--- config.mk ---
export PLATFORM = sky130hd
export DESIGN_NAME = pwm_audio_dac
export DESIGN_NICKNAME = d
export VERILOG_FILES = /design/src/rtl/pwm_audio_dac.sv
export SDC_FILE = /design/constraint.sdc
export NUM_CORES = 1
export LEC_CHECK = 0
export CORE_ASPECT_RATIO = 1.4
export CORE_UTILIZATION = 52
export CTS_BUF_LIST = sky130_fd_sc_hd__clkbuf_4
export DETAILED_ROUTE_END_ITERATION = 6
export GPL_ROUTABILITY_DRIVEN = 0
export PLACE_DENSITY = 0.89
export SKIP_LAST_GASP = 1
export SLEW_MARGIN = 20
export SYNTH_ARGS = -nofsm -noshare
export SYNTH_HDL_FRONTEND = slang
export SYNTH_SLANG_ARGS = --single-unit
export TNS_END_PERCENT = 20
--- constraint.sdc ---
create_clock -name clk -period 1.8 [get_ports clk]
set_input_delay 0.18 -clock clk [delete_from_list [all_inputs] [get_ports clk]]
set_output_delay 0.18 -clock clk [all_outputs]
set_load 0.02 [all_outputs]
--- src/rtl/pwm_audio_dac.sv ---
// Multi-channel PWM / first-order sigma-delta audio DAC with double-buffered samples.
// Define PWM_AUDIO_DAC_SD_EN to build the sigma-delta datapath; otherwise `mode` is ignored.
module pwm_audio_dac #(
  parameter int WIDTH    = 8,
  parameter int CHANNELS = 2
) (
  input  logic                         clk,
  input  logic                         rst_n,
  input  logic                         enable,
  input  logic                         mode,
  input  logic [CHANNELS*WIDTH-1:0]    sample,
  input  logic                         sample_valid,
  output logic                         sample_ready,
  output logic [CHANNELS-1:0]          pwm_out,
  output logic                         period_strobe,
  output logic                         underrun
);

  // Period is 2^WIDTH - 1 clocks, so the last count value is 2^WIDTH - 2.
  localparam logic [WIDTH-1:0] LAST_COUNT = WIDTH'((1 << WIDTH) - 2);

  logic [WIDTH-1:0]    count;
  logic [WIDTH-1:0]    shadow [CHANNELS];
  logic [WIDTH-1:0]    active [CHANNELS];
  logic                shadow_full;
  logic                mode_q;
  logic                boundary;
  logic                take;
  logic                load;
  logic [CHANNELS-1:0] sd_carry;
  logic [CHANNELS-1:0] pwm_next;

  assign boundary     = enable && (count == LAST_COUNT);
  assign take         = sample_valid && !shadow_full;
  // While disabled the shadow drains straight into active so re-enable starts fresh.
  assign load         = shadow_full && (boundary || !enable);
  assign sample_ready = !shadow_full;

`ifdef PWM_AUDIO_DAC_SD_EN
  logic [WIDTH-1:0] acc [CHANNELS];
  logic             acc_clear;

  assign acc_clear = !enable || (load && (mode != mode_q));

  for (genvar c = 0; c < CHANNELS; c++) begin : g_sd
    logic [WIDTH:0] sum;
    assign sum         = {1'b0, acc[c]} + {1'b0, active[c]};
    assign sd_carry[c] = sum[WIDTH];
  end

  always_ff @(posedge clk or negedge rst_n) begin
    if (!rst_n) begin
      mode_q <= 1'b0;
      for (int c = 0; c < CHANNELS; c++) acc[c] <= '0;
    end else begin
      if (load) mode_q <= mode;
      for (int c = 0; c < CHANNELS; c++) begin
        if (acc_clear)   acc[c] <= '0;
        else if (mode_q) acc[c] <= acc[c] + active[c];
      end
    end
  end
`else
  logic unused_mode;

  assign unused_mode = mode;
  assign mode_q      = 1'b0;
  assign sd_carry    = '0;
`endif

  always_comb begin
    // NOTE: every bit of pwm_next is assigned on every pass, so no latch is inferred.
    pwm_next = '0;
    for (int c = 0; c < CHANNELS; c++)
      pwm_next[c] = mode_q ? sd_carry[c] : (count < active[c]);
  end

  always_ff @(posedge clk or negedge rst_n) begin
    if (!rst_n) begin
      // NOTE: the sample arrays are a handful of flops, not RAM, so they reset like any register.
      for (int c = 0; c < CHANNELS; c++) begin
        shadow[c] <= '0;
        active[c] <= '0;
      end
      shadow_full   <= 1'b0;
      count         <= '0;
      pwm_out       <= '0;
      period_strobe <= 1'b0;
      underrun      <= 1'b0;
    end else begin
      // NOTE: non-blocking updates so every register samples pre-edge values.
      if (take) begin
        for (int c = 0; c < CHANNELS; c++) shadow[c] <= sample[c*WIDTH +: WIDTH];
        shadow_full <= 1'b1;
      end else if (load) begin
        shadow_full <= 1'b0;
      end

      if (load)
        for (int c = 0; c < CHANNELS; c++) active[c] <= shadow[c];

      if (enable) begin
        count         <= boundary ? '0 : count + WIDTH'(1);
        pwm_out       <= pwm_next;
        period_strobe <= boundary;
        underrun      <= boundary && !shadow_full;
      end else begin
        count         <= '0;
        pwm_out       <= '0;
        period_strobe <= 1'b0;
        underrun      <= 1'b0;
      end
    end
  end

endmodule

==> results of run 1 <==
## path summary, 6_finish.rpt
check	slack (ns)	endpoint	depth (start not counted)
worst min register to register	0.51	underrun	1
worst min-delay path	0.31	shadow[3]	2
min in group clk	0.43	shadow[4]	2
worst max register to register	0.13	pwm_out[0]	4
worst max-delay path	0.06	sample_ready	2
max in group asynchronous	0.79	active[14]	3
## power by group through the flow
stage,combinational (mW),clock [mW],sequential (mW)
3_5_place_dp,0.730,0,1.43
5_1_grt,0.822,0.666,1.44
4_1_cts,0.742,0.625,1.41
2_1_floorplan,0.525,0,1.38
3_3_place_gp,0.681,0,1.40
6_report,0.741,0.611,1.41
## per-stage QoR
| step | util (%) | setup TNS [ns] | instance area, um^2 | setup slack, ns |
|---|---|---|---|---|
| floorplan | - | 0 | 2170 | 0.123 |
| global route | 66.2 | -0.0144 | 2620 | -0.0144 |
| global placement | 63.8 | 0 | 2520 | 0.0797 |
| detailed placement | 63.8 | 0 | 2520 | 0.0514 |
| finish | 66.2 | 0 | 2620 | 0.0620 |
| CTS | 66.1 | 0 | 2610 | 0.0478 |
## state kept, by name (all words and copies together), names as in the netlist
signal,flops
active,16
count,8
period_strobe,1
pwm_out,2
shadow,16
shadow_full,1
underrun,1
## cells by family after synthesis
family	Yosys count	synth area share, %
flip-flops	45	51.9
multiplexers	32	18.3
AO/OA/AOI/OAI	26	8.54
AND/OR/NAND/NOR	23	6.69
buffers and inverters	21	4.50
adder cells (fa/ha/maj)	16	9.23
XOR/XNOR	2	0.808
## layer usage
metal | vias to the layer above | global-route usage, % | wire length [um]
met3 | 13 | 3.79 | 164
met4 | 0 | 10.5 | 114
met2 | 36 | 36.8 | 2170
li1 | 671 | - | -
met1 | 711 | 24.0 | 1650
met5 | - | 0 | 0
## final cells by class
class | instances | area, um^2
multi-input cells | 99 | 952
repair buffers | 34 | 338
clock buffers | 6 | 45.0
well taps | 43 | 53.8
fillers | 277 | 1340
inverters | 18 | 67.6
flip-flops and latches | 45 | 1130
clock inverters | 2 | 33.8
## cell usage after synthesis, drive strengths merged (3+ instances only)
| library cell | instances | area (um^2) |
|---|---|---|
| dfrtp | 45 | 1130 |
| mux2 | 32 | 398 |
| inv | 18 | 67.6 |
| ha | 16 | 200 |
| a21oi | 8 | 40.0 |
| o21ai | 5 | 25.0 |
| nor2 | 4 | 15.0 |
| buf | 3 | 30.0 |
| nand2 | 3 | 11.3 |
| nand3 | 3 | 15.0 |
| nor2b | 3 | 18.8 |
## cell usage in the layout (no fill, tap or decap), types with 2 or more instances in the layout
master,count
sky130_fd_sc_hd__a211oi_1,2
sky130_fd_sc_hd__a21oi_1,8
sky130_fd_sc_hd__buf_12,2
sky130_fd_sc_hd__buf_4,7
sky130_fd_sc_hd__clkbuf_4,6
sky130_fd_sc_hd__clkdlybuf4s50_1,23
sky130_fd_sc_hd__dfrtp_1,45
sky130_fd_sc_hd__ha_1,16
sky130_fd_sc_hd__inv_1,18
sky130_fd_sc_hd__mux2_2,22
sky130_fd_sc_hd__mux2_4,10
sky130_fd_sc_hd__nand2_1,3
sky130_fd_sc_hd__nand3_1,3
sky130_fd_sc_hd__nor2_1,4
sky130_fd_sc_hd__nor2b_1,3
sky130_fd_sc_hd__nor3b_1,2
sky130_fd_sc_hd__o2111a_1,2
sky130_fd_sc_hd__o211ai_1,2
sky130_fd_sc_hd__o21ai_0,5
## critical path, stage by stage (launching register included)
cell                              delay [ns]
sky130_fd_sc_hd__dfrtp_1                0.43
sky130_fd_sc_hd__inv_1                  0.15
sky130_fd_sc_hd__clkdlybuf4s50_1        0.62
## what timing repair did
action                                 CTS  global route
gates cloned                             0             0
pin swaps                                0             1
resized for setup                        1             1
endpoints found under the hold margin   21             0
setup endpoints to repair                1             2
hold buffers                             1             0
==> flow_summary_export.csv, run 1 <==
group,metric,value,unit
routing,drt-initial-drc-count,27,
floorplanning,design.die.area,0.00444,mm^2
global_routing,grt_start_max_net_pins,25,
global_routing,global_route_wire_length_before_repair,6.94,mm
yosys,cell_variety_after_synth,33,
sta,finalMaxSlewViolations,0,
sta,final.period_utilization,96.6,%
hold_path,min_path_type,"in2async",
yosys,synthesis.nets,202,
yosys,synth.avg_cell_area,13.1,um^2
pwr,power.leakage,1.21,nW
pwr,irDropWorstVdd,771,uV
clock_network,cts-htree-levels,2,
critical_path,crit_start,"shadow_full",
pwr,power.share.combinational,26.9,%
status,run_status,"completed",
routing,drt-total-wl,4.09,mm
routing,drtAntennaViolNets,0,
routing,drt-vias-per-instance,5.79,
pwr,power_report.internal_total,2.01,mW
floorplanning,design.core.area,0.00395,mm^2
sta,finalWorstPathRequiredPeriod,1.74,ns
yosys,number_of_flops_mapped_to_enable_cells_by_yosys,0,
pwr,finalPower,2.76,mW
routing,drt_pass1_iterations,5,
critical_path,cp_data_required_time,1.62,ns
sta,finalSetupViolations,0,
global_routing,overflow,0,
pwr,netSwitchingPower,752,uW
clock_network,cts.sinks,45,
global_routing,groute.usage.overall,20.9,%
routing,wl_per_cell,16.6,um
clock_network,tritoncts_clock_tree,"built",
placed_design,post-place-cells,238,
sta,final_hold_viol_count,0,
sta,grt_setup_unrepaired,"yes",
clock_network,cts.root.buffer_cell,"sky130_fd_sc_hd__clkbuf_4",
pwr,power_switching_share,27.3,%
global_routing,first_global_vias,1497,
yosys,ys_seq_elements,45,
yosys,syn_inst,165,
floorplanning,placement_row_count,27,
critical_path,worstSetupStartpointType,"flop",
pwr,pwr-share-seq,51.0,%
yosys,synth_ff_type,"sky130_fd_sc_hd__dfrtp_1",
sta,final.setup_skew,0.0152,ns
critical_path,crit-reg2reg-launch,"count[1]",
clock_network,clk_pin_slew_worst_paths,0.13,ns
critical_path,timing.setup.critical_path_class,"reg2out",
sta,worst-slew-pin-transition,0.506,ns
final_layout,layoutNonFillerInstCount,247,
floorplanning,die_y,78.4,um
critical_path,worst_setup_path_end_kind,"output port",
pwr,powerDensity,1050,mW/mm^2
placed_design,buffer_ports.inserted,24,
critical_path,worstPathMaxFanout,4,
final_layout,area_delta_synth_final,20.6,%
floorplanning,ports_placed_on_the_boundary,26,
clock_network,post_cts.repair.setup_buffers,0,
final_layout,final_nets,240,
routing,num_vias,1431,
floorplanning,horiz_die_dim,56.6,um
yosys,synth_async_sr_flop_share,100,%
routing,drc,0,
sta,maxSlewHeadroom,66.3,%
sta,timing.fmax,575,MHz
sta,fin_hold_ws,0.310,ns
clock_network,clock_insertion_delay_worst_skew,0.36,ns
placed_design,hpwlAfterDp,2.97,mm
yosys,synth-warning-count,0,
final_layout,insertedDiodeCount,0,
job,max_cap_violations,0,
floorplanning,initial_core_util,54.9,%
clock_network,tritoncts.num_buffers,5,
critical_path,arrival,1.56,ns
global_routing,antenna_found_initial,0,
yosys,synth-seq-area-share,51.9,%
final_layout,layout-drive-gt1-share,26.0,%
clock_network,clock_tree.buffer_depth,2,
pwr,clock_power_share,22.2,%
yosys,post_synth_instance_area,0.00217,mm^2
(Power assumes the default switching activity.)
==> inputs of run 2 (changes only) <==
CORE_MARGIN = 10   (was default)
CORE_UTILIZATION = 35   (was 52)
PLACE_DENSITY = 0.67   (was 0.89)
==> run 2 against run 1 <==
Against the previous run: global-route usage fell by 12 points; core utilization fell by 21 points; setup slack barely moved; worst hold slack improved by 0.083 ns; sequential share of layout area fell by 0.86 points; combinational power fell by 4.7%; routed wire length fell by 5.4%; via count fell by 2.9%; largest power group unchanged; total power fell by 1.5%.
==> flow_summary_export.csv, run 2 (synthesis results as in run 1) <==
group,metric,value,unit
status,run_status,"completed",
clock_network,clock_insertion_delay_worst_skew,0.36,ns
global_routing,first_global_vias,1456,
final_layout,layout-drive-gt1-share,27.1,%
critical_path,worstSetupStartpointType,"flop",
sta,worst-slew-pin-transition,0.715,ns
clock_network,cts-htree-levels,2,
global_routing,grt.met1_usage,10.0,%
critical_path,cp_data_required_time,1.62,ns
floorplanning,ports_placed_on_the_boundary,26,
pwr,power.leakage,1.22,nW
global_routing,overflow,0,
routing,drt-initial-drc-count,66,
sta,timing.fmax,575,MHz
global_routing,grt_util_met2,13.8,%
pwr,finalPower,2.72,mW
final_layout,highest_count_cells_in_the_layout_ignoring_fill_and_taps,"sky130_fd_sc_hd__dfrtp_1 (44), sky130_fd_sc_hd__clkdlybuf4s50_1 (23), sky130_fd_sc_hd__mux2_2 (22), sky130_fd_sc_hd__inv_1 (18), sky130_fd_sc_hd__ha_1 (16)",
clock_network,cts.sinks,45,
routing,drc,0,
final_layout,layout_top_registers,"active: 16 flops, shadow: 16 flops, count: 8 flops",
critical_path,setup.reg_to_reg.worst_slack,0.07,ns
final_layout,area_delta_synth_final,23.2,%
global_routing,grt_start_max_net_pins,34,
clock_network,cts.root.buffer_cell,"sky130_fd_sc_hd__clkbuf_4",
routing,wl_per_cell,13.9,um
sta,final.period_utilization,96.6,%
sta,grt_setup_unrepaired,"yes",
floorplanning,placement_row_count,33,
critical_path,arrival,1.56,ns
final_layout,layout_commonest_cell,"sky130_fd_sc_hd__dfrtp_1",
floorplanning,horiz_die_dim,86.5,um
global_routing,top_usage_layer,"met2",
global_routing,antenna_found_initial,1,
routing,drtAntennaViolNets,0,
sta,final.setup_skew,0.00599,ns
final_layout,final_nets,243,
routing,drt-total-wl,3.87,mm
floorplanning,die_y,113,um
sta,maxSlewHeadroom,52.4,%
clock_network,tritoncts_clock_tree,"built",
critical_path,timing.setup.critical_path_class,"reg2out",
pwr,powerDensity,1020,mW/mm^2
critical_path,worstPathMaxFanout,4,
floorplanning,design.die.area,0.00979,mm^2
final_layout,postLayoutCellArea,0.00267,mm^2
critical_path,worst_setup_path_end_kind,"output port",
placed_design,hpwlAfterDp,2.89,mm
clock_network,clk_pin_slew_worst_paths,0.12,ns
placed_design,buffer_ports.inserted,24,
placed_design,placed_area,0.00258,mm^2
floorplanning,design.core.area,0.00595,mm^2
global_routing,grt.met3_usage,1.51,%
pwr,irDropWorstVdd,528,uV
routing,drt-vias-per-instance,5.00,
clock_network,clock_tree.buffer_depth,2,
sta,final_hold_viol_count,0,
sta,finalSetupViolations,0,
sta,finalMaxSlewViolations,0,
floorplanning,initial_core_util,36.5,%
job,max_cap_violations,0,
routing,num_vias,1389,
clock_network,tritoncts.num_buffers,5,
sta,finalWorstPathRequiredPeriod,1.74,ns
global_routing,groute.usage.overall,8.56,%
hold_path,min_path_type,"in2async",
global_routing,global_route_wire_length_before_repair,6.76,mm
routing,drt_pass1_iterations,4,
==> run 2: timing repair <==
action                                  CTS  global route
buffers inserted                          0             0
pin swaps                                 0             1
hold buffers                              1             0
endpoints found under the setup margin    1             3
endpoints found under the hold margin    31             0
gates resized for setup                   2             1
==> run 2: per-layer routing <==
| metal | share of wire (%) | wire, um |
|---|---|---|
| met1 | 46 | 1760 |
| met5 | 0 | 0 |
| met3 | 2.7 | 104 |
| met2 | 49 | 1910 |
| met4 | 2.4 | 93 |
==> run 2: worst max-delay path, cell delays in order (launching register included) <==
cell and delay, ns:
sky130_fd_sc_hd__dfrtp_1 0.43, sky130_fd_sc_hd__inv_1 0.14, sky130_fd_sc_hd__clkdlybuf4s50_1 0.63
==> run 2: worst paths after layout <==
path                              from            to  cells past startpoint
setup / recovery           shadow_full  sample_ready                      2
min in group clk            sample[11]     shadow[3]                      2
setup reg to reg              count[3]    pwm_out[1]                      5
hold / removal                   rst_n     shadow[3]                      2
hold reg to reg              active[8]     active[8]                      1
max in group asynchronous        rst_n    shadow[12]                      3
==> run 2: stage by stage <==
stage / cells / setup slack, ns / setup TNS [ns] / utilization, % / hold slack, ns
6_report: 278 / 0.0616 / 0 / 44.9 / 0.392
5_1_grt: 278 / -0.0125 / -0.0161 / 44.9 / 0.395
4_1_cts: 277 / 0.00187 / 0 / 44.9 / 0.415
3_5_place_dp: 268 / -0.00172 / -0.00172 / 43.4 / 0.284
3_3_place_gp: 268 / 0.0278 / 0 / 43.4 / 0.281
2_1_floorplan: 165 / 0.123 / 0 / - / -0.116
==> run 2: final cells by class <==
class | count | area (um^2)
Antenna cell | 1 | 2.50
Clock buffer | 6 | 45.0
Clock inverter | 2 | 33.8
Fill cell | 564 | 3270
Inverter | 18 | 67.6
Multi-Input combinational cell | 99 | 948
Sequential cell | 45 | 1130
Tap cell | 70 | 87.6
Timing Repair Buffer | 37 | 360
==> run 2: power by group <==
group / switching (mW) / internal [mW] / leakage [nW]
clock: 0.314 / 0.304 / 0.0433
sequential: 0.136 / 1.26 / 0.545
combinational: 0.262 / 0.443 / 0.629
total: 0.713 / 2.00 / 1.22
==> RTL edit (config.mk and constraints of run 1) <==
Set the parameter `CHANNELS` to 4 (it was 2).
--- a/src/rtl/pwm_audio_dac.sv
+++ b/src/rtl/pwm_audio_dac.sv
@@ -3,5 +3,5 @@
 module pwm_audio_dac #(
   parameter int WIDTH    = 8,
-  parameter int CHANNELS = 2
+  parameter int CHANNELS = 4
 ) (
   input  logic                         clk,
Interface: changed (resized pwm_out and sample); port bits go from 26 to 44. The function was not compared with the original's and may differ.
==> RTL edit against run 1 <==
The flow now finishes with violations (setup timing). Routed wire length up 73%. Power rose by 76%. Setup slack worse by 0.092 ns. Cell count grew 81%. Area after synthesis is 73% higher. Sequential cell count up 34. Utilization down 0.55 points. Cell area is 75% higher. Critical path type is now reg2reg. Critical endpoint is now pwm_out[3]$_DFF_PN0_. Largest cell class unchanged.
==> RTL edit: results (changes against run 1) <==
- Final setup vio count: 2 (+2)
- GRT Total Usage: 21.10% (+0.16 points)
- Arrival @ worst endpoint: 2.16 ns (+0.60 ns)
- Register area share after synthesis: 52.60% (+0.69 points)
- Area growth from synthesis to layout: 21.94%
- Most frequent cells after synthesis: 79 x dfrtp_1, 63 x mux2_2, 32 x inv_1
- Crit path kind: reg2reg
- Met1 Wirelength: 2862 microns (+74%)
- Unique masters post-synth: 42 (+27%)
- Slew @ Worst Pin: 0.4390 ns (-0.06710 ns)
- Num CTS Buffers: 9 (+4)
- Delay-heaviest family, CP: compound AO/OA/AOI/OAI gates
- I/O Buffers: 42 (+75%)
- Vias in the first global route: 2600 (+74%)
- P_comb: 1.30 mW (+75%)
- Status: finished, violations left
- Failing checks: setup timing
- Area contributors post-synth: dfrtp_1 53%, mux2_2 19%, ha_1 10%, inv_1 3.2%, o21ai_0 0.93%
- Layout cells sized above 1: 30.31% (+4.3 points)
- Reg-to-reg startpoint: count[3]$_DFF_PN0_
- Vias per inst: 5.484 (-5.3%)
- Final setup margin: -0.03013 ns (-0.09213 ns)
- Average wire per standard cell: 15.77 microns (-4.9%)
- Post-Synth Adder-Cell Area: 9.987% (+0.76 points)
- Syn_nets: 353 (+75%)
==> RTL edit: cell count changes in the layout (fill, tap and decap cells not counted), sizes merged, moves of 8 or more <==
| cell | delta |
|---|---|
| ha | +14 |
| buf | +8 |
| inv | +14 |
| dfrtp | +34 |
| mux2 | +32 |
| clkdlybuf4s50 | +17 |
==> RTL edit: metrics by stage <==
stage / worst slack (ns) / hold WS [ns]
after floorplan: 0.03850 / -0.1156
after global placement: 0.07022 / 0.1317
after detailed placement: -0.04884 / 0.1431
after CTS: -0.06088 / 0.1909
after global routing: -0.06877 / 0.2365
final: -0.03013 / 0.2141
==> RTL edit: layout make-up <==
type / instances / area share, %
clock inverters: 7 / 1.392
well taps: 95 / 2.594
clock buffers: 9 / 1.474
flip-flops and latches: 79 / 43.19
repair buffers: 61 / 13.43
multi-input cells: 165 / 35.30
inverters: 32 / 2.621
==> RTL edit: worst max-delay path by stage <==
| stage | depth (start not counted) | slack (ns) | endpoint |
|---|---|---|---|
| floorplan | 7 | 0.04 | active[23]$_DFFE_PN0P_ |
| global placement | 5 | 0.07 | active[9]$_DFFE_PN0P_ |
| detailed placement | 4 | -0.05 | pwm_out[3]$_DFF_PN0_ |
| CTS | 2 | -0.06 | sample_ready |
| global route | 4 | -0.07 | pwm_out[0]$_DFF_PN0_ |
| finish | 4 | -0.03 | pwm_out[3]$_DFF_PN0_ |
==> RTL edit: worst reg2reg max path, cell delays in order (launching register included) <==
cell	delay, ns
dfrtp_1	0.63
ha_1	0.34
a211oi_1	0.24
o21ai_0	0.17
a221oi_2	0.35
==> RTL edit: metal layers <==
layer,track usage [%],up-vias
met4,12.87,0
li1,-,1140
met1,23.74,1217
met2,35.71,78
met3,5.279,22
met5,0,-
